===== src/rtl/rv32i_types_pkg.sv =====
// rv32i_types_pkg
// Shared RV32I word type and the branch-queue entry record.
// word_t      : 32-bit address/data word
// brq_entry_t : one in-flight predicted branch (pc, predicted target,
//               predicted direction, compressed-instruction flag)
// fallthrough : sequential next PC of a branch (+2 compressed, +4 otherwise)
package rv32i_types_pkg;

    localparam int WORD_SIZE = 32;

    typedef logic [WORD_SIZE-1:0] word_t;

    typedef struct packed {
        word_t pc;
        word_t target;
        logic  taken;
        logic  rv32c;
    } brq_entry_t;

    // Address arithmetic wraps at 32 bits by construction of word_t.
    function automatic word_t fallthrough(input word_t pc, input logic rv32c);
        return pc + (rv32c ? word_t'(2) : word_t'(4));
    endfunction

endpackage


===== src/rtl/brq_storage.sv =====
// brq_storage
// DEPTH-entry register file holding predicted branches.
// CLK     in  clock, rising edge
// wr_en   in  write strobe
// wr_idx  in  write slot
// wr_data in  entry to write
// rd_idx  in  read slot (queue head)
// rd_data out entry at rd_idx, combinational read
module brq_storage
    import rv32i_types_pkg::*;
#(
    parameter int DEPTH = 4
) (
    input  logic                     CLK,
    input  logic                     wr_en,
    input  logic [$clog2(DEPTH)-1:0] wr_idx,
    input  brq_entry_t               wr_data,
    input  logic [$clog2(DEPTH)-1:0] rd_idx,
    output brq_entry_t               rd_data
);

    brq_entry_t mem_reg [DEPTH];

    // Contents need no reset: a slot is only read after it has been written.
    always_ff @(posedge CLK) begin
        if (wr_en) begin
            mem_reg[wr_idx] <= wr_data;
        end
    end

    assign rd_data = mem_reg[rd_idx];

endmodule


===== src/rtl/branch_resolve_queue.sv =====
// branch_resolve_queue
// Age-ordered queue of fetch-time branch predictions. When execute resolves
// the oldest branch, the prediction is compared with the actual outcome and
// registered mispredict/redirect and predictor-update pulses are produced.
// CLK, nRST                      clock / async active-low reset
// push_valid/ready/pc/taken/target/rv32c  fetch-side push port
// resolve_valid/taken/target     execute-side resolve of the oldest entry
// flush                          external squash, clears the queue
// mispredict, redirect_pc        registered mispredict pulse + correct next PC
// update_predictor, pc_to_update, update_addr, branch_result  predictor update
// count                          current occupancy
// underflow_err                  registered pulse: resolve while empty
module branch_resolve_queue
    import rv32i_types_pkg::*;
#(
    parameter int DEPTH = 4
) (
    input  logic                     CLK,
    input  logic                     nRST,
    input  logic                     push_valid,
    output logic                     push_ready,
    input  word_t                    push_pc,
    input  logic                     push_taken,
    input  word_t                    push_target,
    input  logic                     push_rv32c,
    input  logic                     resolve_valid,
    input  logic                     resolve_taken,
    input  word_t                    resolve_target,
    input  logic                     flush,
    output logic                     mispredict,
    output word_t                    redirect_pc,
    output logic                     update_predictor,
    output word_t                    pc_to_update,
    output word_t                    update_addr,
    output logic                     branch_result,
    output logic [$clog2(DEPTH):0]   count,
    output logic                     underflow_err
);

    localparam int AW = $clog2(DEPTH);

    // Pointers carry one extra wrap bit to tell full from empty.
    logic [AW:0] head_reg, head_next;
    logic [AW:0] tail_reg, tail_next;

    brq_entry_t head_entry;
    brq_entry_t push_entry;

    logic empty, full;
    logic do_resolve, do_push, mis, clear;

    assign empty = (head_reg == tail_reg);
    assign full  = (head_reg[AW] != tail_reg[AW]) &&
                   (head_reg[AW-1:0] == tail_reg[AW-1:0]);

    // Depends only on registered pointers: no path from resolve to push_ready.
    assign push_ready = !full;
    assign count      = tail_reg - head_reg;

    assign do_resolve = resolve_valid && !empty;
    assign mis = (head_entry.taken != resolve_taken) ||
                 (resolve_taken && (head_entry.target != resolve_target));
    // Everything younger than a mispredicted branch is wrong-path.
    assign clear   = flush || (do_resolve && mis);
    assign do_push = push_valid && push_ready && !clear;

    assign push_entry = '{pc: push_pc, target: push_target,
                          taken: push_taken, rv32c: push_rv32c};

    brq_storage #(.DEPTH(DEPTH)) u_storage (
        .CLK     (CLK),
        .wr_en   (do_push),
        .wr_idx  (tail_reg[AW-1:0]),
        .wr_data (push_entry),
        .rd_idx  (head_reg[AW-1:0]),
        .rd_data (head_entry)
    );

    always_comb begin
        head_next = head_reg;
        tail_next = tail_reg;
        if (clear) begin
            head_next = '0;
            tail_next = '0;
        end else begin
            if (do_resolve) head_next = head_reg + 1'b1;
            if (do_push)    tail_next = tail_reg + 1'b1;
        end
    end

    always_ff @(posedge CLK or negedge nRST) begin
        if (!nRST) begin
            head_reg         <= '0;
            tail_reg         <= '0;
            mispredict       <= 1'b0;
            redirect_pc      <= '0;
            update_predictor <= 1'b0;
            pc_to_update     <= '0;
            update_addr      <= '0;
            branch_result    <= 1'b0;
            underflow_err    <= 1'b0;
        end else begin
            head_reg         <= head_next;
            tail_reg         <= tail_next;
            update_predictor <= do_resolve;
            mispredict       <= do_resolve && mis;
            underflow_err    <= resolve_valid && empty;
            // Data outputs hold their last value between resolves.
            if (do_resolve) begin
                pc_to_update  <= head_entry.pc;
                update_addr   <= resolve_target;
                branch_result <= resolve_taken;
                redirect_pc   <= resolve_taken ? resolve_target
                                               : fallthrough(head_entry.pc, head_entry.rv32c);
            end
        end
    end

endmodule


===== config.mk =====
export PLATFORM = sky130hd
export DESIGN_NAME = branch_resolve_queue
export DESIGN_NICKNAME = d
export VERILOG_FILES = /design/src/rtl/rv32i_types_pkg.sv /design/src/rtl/brq_storage.sv /design/src/rtl/branch_resolve_queue.sv
export SDC_FILE = /design/constraint.sdc
export NUM_CORES = 1
export LEC_CHECK = 0
export ABC_AREA = 1
export CAP_MARGIN = 10
export CORE_ASPECT_RATIO = 0.6
export CORE_UTILIZATION = 35
export CTS_BUF_LIST = sky130_fd_sc_hd__clkbuf_16
export CTS_CLUSTER_DIAMETER = 200
export DETAILED_ROUTE_END_ITERATION = 8
export PLACE_DENSITY = 0.54
export SYNTH_ARGS = -nofsm -noshare
export SYNTH_HDL_FRONTEND = slang
export SYNTH_HIERARCHICAL = 1
export SYNTH_SLANG_ARGS = --single-unit

===== constraint.sdc =====
create_clock -name CLK -period 16.01 [get_ports CLK]
set_input_delay 1.601 -clock CLK [delete_from_list [all_inputs] [get_ports CLK]]
set_output_delay 1.601 -clock CLK [all_outputs]
set_load 0.02 [all_outputs]

==> results.md <==
- The total negative setup slack is 0 ns.
- The register with the most flip-flops in the layout has 264 of them.
- The critical path goes through clkinv_2, buf_4, nand2_1, nand3_1, nand2_1, inv_1, nand2_1, nand2_1, inv_1, nand2_1, nor2_1, nand2_1, nor2_1, nand3_1, nand2_1, nand2_1, nor2_1, inv_1, nor3_2, buf_4.
- After detailed routing, the number of remaining DRC violations is 0.
- The total of warnings raised by yosys is 6.
- After technology mapping, the gate count stands at 1821.
- The slowest cell on the critical path is clkinv_2.
- The total of fill cells in the finished design is 4600.
- The number of maximum-capacitance constraint violations is 0.
- The starting density of the core is 36.0%.
- The area share of the largest cell type after synthesis is 46.8%.
- The count of nets left with antenna violations after detail routing is 0.
- At the pin with the least slew margin, the transition time is 1.13 ns.
- The clock latency reported for the late side of the worst-skew pair is 0.54 ns.
- In this run, post-CTS hold repair placed 0 buffers.
- The first routing iteration left 1093 violations.
- The area of the mapped netlist is 16900 um^2.
- Relative to the synthesized area, the layout overhead comes to 22.2%.
- The design draws 0.00316 W.
- The reported leakage power is 9.46 nW.
- Global routing used 19.9% of the available tracks across all layers.
- The worst-case clock skew is 0.0196 ns.
- The most used flip-flop cell after synthesis is edfxtp_1.
- The post-detailed-route wirelength per cell is 18.2 um.
- The count of instances resized after the clock tree is built is 0.
- The number of flops mapped to enable cells by yosys is 264.
- The H-tree was split into 2 levels.
- The register bit count reported by yosys is 370.
- STA classifies the critical path endpoint as a register.
- The number of distinct standard cells referenced by the synthesized netlist is 38.
- The worst stage delay on the critical path is 1.04 ns.
- The part of the power in the clock network is 26.1%.
- Headroom to the max-slew limit came out at 24.6%.
- The area used by sequential logic in the layout is 10600 um^2.
- The timing-limited maximum frequency is 161 MHz.
- The post-route minimum period is 6.22 ns.
- Summed over all layers, the routed wires come to 48.8 mm.
- The CTS clock-pin slew for the worst setup and hold paths is 0.06 ns.
- The initial antenna violation count came to 3.
- The post-detailed-placement half-perimeter wirelength is 33.0 mm.
- The die extent in x is 286 um.
- STA puts the critical path data required time at 16.16 ns.
- The multi-input combinational cells in the finished layout cover a total of 4570 um^2.
- The area of the placeable core is 47000 um^2.
- The number of clock buffers added by TritonCTS is 37.
- The leftover overflow at the end of global routing is 0.
- The setup path with the least slack is of type register to register.
- For this run, the detailed router's first-pass iteration total came to 5.
- TritonCTS built the clock tree.
- The flow ran to the end, and the final reports show no timing, DRC or antenna violations.
- Setup repair after global routing left no endpoint under its margin.
- The area of the die is 49300 um^2.
- The net switching power figure is 0.00113 W.
- In the final layout, the share of cells above drive strength 1 is 4.36%.
- The synthesized net count is 1933.
- The utilization of the core after routing is 44.0%.
- The internal power is 0.00203 W.
- The part of the total power dissipated in sequential elements is 40.8%.
- The mean cell area of the mapped netlist is 9.30 um^2.
- The total number of placement rows is 61.
- The die height is 172 um.
- Post-CTS timing repair inserted 0 buffers for setup.
- The number of global-route vias before repair was 11876.
- The largest buffer count on any clock path is 3.
- The pin count of the biggest net entering global routing is 93.
- Setup violations remaining at the end of the flow were counted as 0.
- Counting stages on the worst path, the most repeated cell is nand2_1.
- The net count of the finished layout is 2125.
- The per-cell via count in the routed design is 4.67.
- Per report_power, the combinational group accounts for 33.1% of the total.
- The tightest min-delay check is of the register to register type.
- Port buffering added 207 buffers.
- In the finished design, the share of the clock period the worst path needs comes to 38.9%.
- VDD sags by at most 98.5 uV.
- At the worst endpoint, the arrival time is 6.38 ns.
- The congestion estimate from routability-driven global placement came to 0.895.
- The share of the yosys chip area belonging to registers is 62.5%.
- The I/O pin count is 208.
- The share of flip-flops with an asynchronous set or reset after synthesis is 28.6%.
- Net switching is 35.7% of the power.
- The maximum fanout count along the critical path is 73.
- The final route contains 12477 vias.
- The worst setup path is launched from a register.
- The top cell type by total area after synthesis is edfxtp_1.
- The power per cell area is 153 nW/um^2.
- The first global-routing pass estimated 73.6 mm of wire.
- The number of slew-limit violations in the final report is 0.
- The number of clock sinks seen by CTS is 370.
- CTS placed an instance of clkbuf_16 at the clock tree root.
- The final hold violation count is 0.
- Ranked by total cell area, the synthesized netlist is headed by edfxtp_1 (47%), dfrtp_1 (16%), nand2_1 (13%).
layout by cell type, fill, tap and decap left out, drive strengths merged, types with 20 or more instances in the layout:
master           n
nand2          601
inv            394
edfxtp         264
clkdlybuf4s50  205
nand3          161
dfrtp          106
o21ai           92
clkbuf          39
nor2            39
a21oi           28
nor3            20
critical path: cells and delay by family (launching register included):
family | cells | cell delay [ns]
simple gates | 14 | 2.23
buf+inv | 6 | 2.66
flops | 1 | 0.82
per-layer routing:
layer / global-route usage (%) / wire length [um] / up-vias
met2: 30.8 / 21500 / 363
li1: - / - / 6100
met4: 3.88 / 737 / 2
met3: 3.97 / 3110 / 57
met1: 28.9 / 23400 / 5955
met5: 0 / 13 / -
synthesized netlist by cell type, types with 2 or more instances:
master and count:
nand4_1 18, o21ai_0 82, inv_2 4, xor2_1 16
buf_2 38, ha_1 6, fa_1 2, dfrtp_1 106
xnor2_1 10, buf_1 3, nand3_2 2, nand2_1 599
nor3_2 2, clkbuf_1 17, o211ai_1 4, o21ai_1 10
nand3_4 2, nor3_1 16, inv_1 373, nor3_4 2
a21oi_1 28, edfxtp_1 264, nand2_2 2, buf_6 10
nand3_1 157, nor2_1 36
worst paths after layout:
check | startpoint | endpoint | slack, ns | cells after the start
max in group asynchronous | nRST | redirect_pc[13]$_DFFE_PN0P_ | 13.60 | 2
worst min register to register | update_addr[10]$_DFFE_PN0P_ | update_addr[10]$_DFFE_PN0P_ | 0.48 | 2
worst min-delay path | update_addr[10]$_DFFE_PN0P_ | update_addr[10]$_DFFE_PN0P_ | 0.48 | 2
worst max-delay path | head_reg[0]$_DFFE_PN0P_ | u_storage/mem_reg[0][38]$_DFFE_PP_ | 9.79 | 20
min in group asynchronous | nRST | pc_to_update[24]$_DFFE_PN0P_ | 1.13 | 1
worst max register to register | head_reg[0]$_DFFE_PN0P_ | u_storage/mem_reg[0][38]$_DFFE_PP_ | 9.79 | 20
cells by family after synthesis:
family                     count (synthesis)  synth area share (%)
and+or+nand+nor                          842                  20.9
buffers and inverters                    448                  10.7
DFF                                      370                  62.5
AOI/OAI and AO/OA                        127                  3.87
xor gates and xnor gates                  26                  1.35
adders and majority gates                  8                 0.680
power groups by stage:
stage | clock (W) | sequential, W | combinational (W)
3_5_place_dp | 0 | 0.00131 | 0.00105
6_report | 0.000825 | 0.00129 | 0.00105
5_1_grt | 0.000883 | 0.00131 | 0.00116
4_1_cts | 0.000848 | 0.00129 | 0.00106
2_1_floorplan | 0 | 0.00142 | 0.000480
3_3_place_gp | 0 | 0.00131 | 0.00105
metrics by stage:
stage               hold slack (ns)  area [um^2]  std cells  worst slack, ns
floorplan                     0.508        16900       1821             8.46
global placement              0.463        19500       2604             9.89
detailed placement            0.464        19500       2604             9.72
CTS                           0.481        20700       2672             9.71
global route                  0.510        20700       2672             9.30
finish                        0.481        20700       2674             9.79
area by class of cell:
type	instances	share of cell area [%]
Inverter	378	6.87
Clock buffer	39	4.72
Timing Repair Buffer	223	10.6
Tap cell	630	3.81
Clock inverter	29	0.732
Antenna cell	2	0.0242
Sequential cell	370	51.2
Multi-Input combinational cell	1003	22.1
No activity file was read; power rests on OpenSTA's default activity.
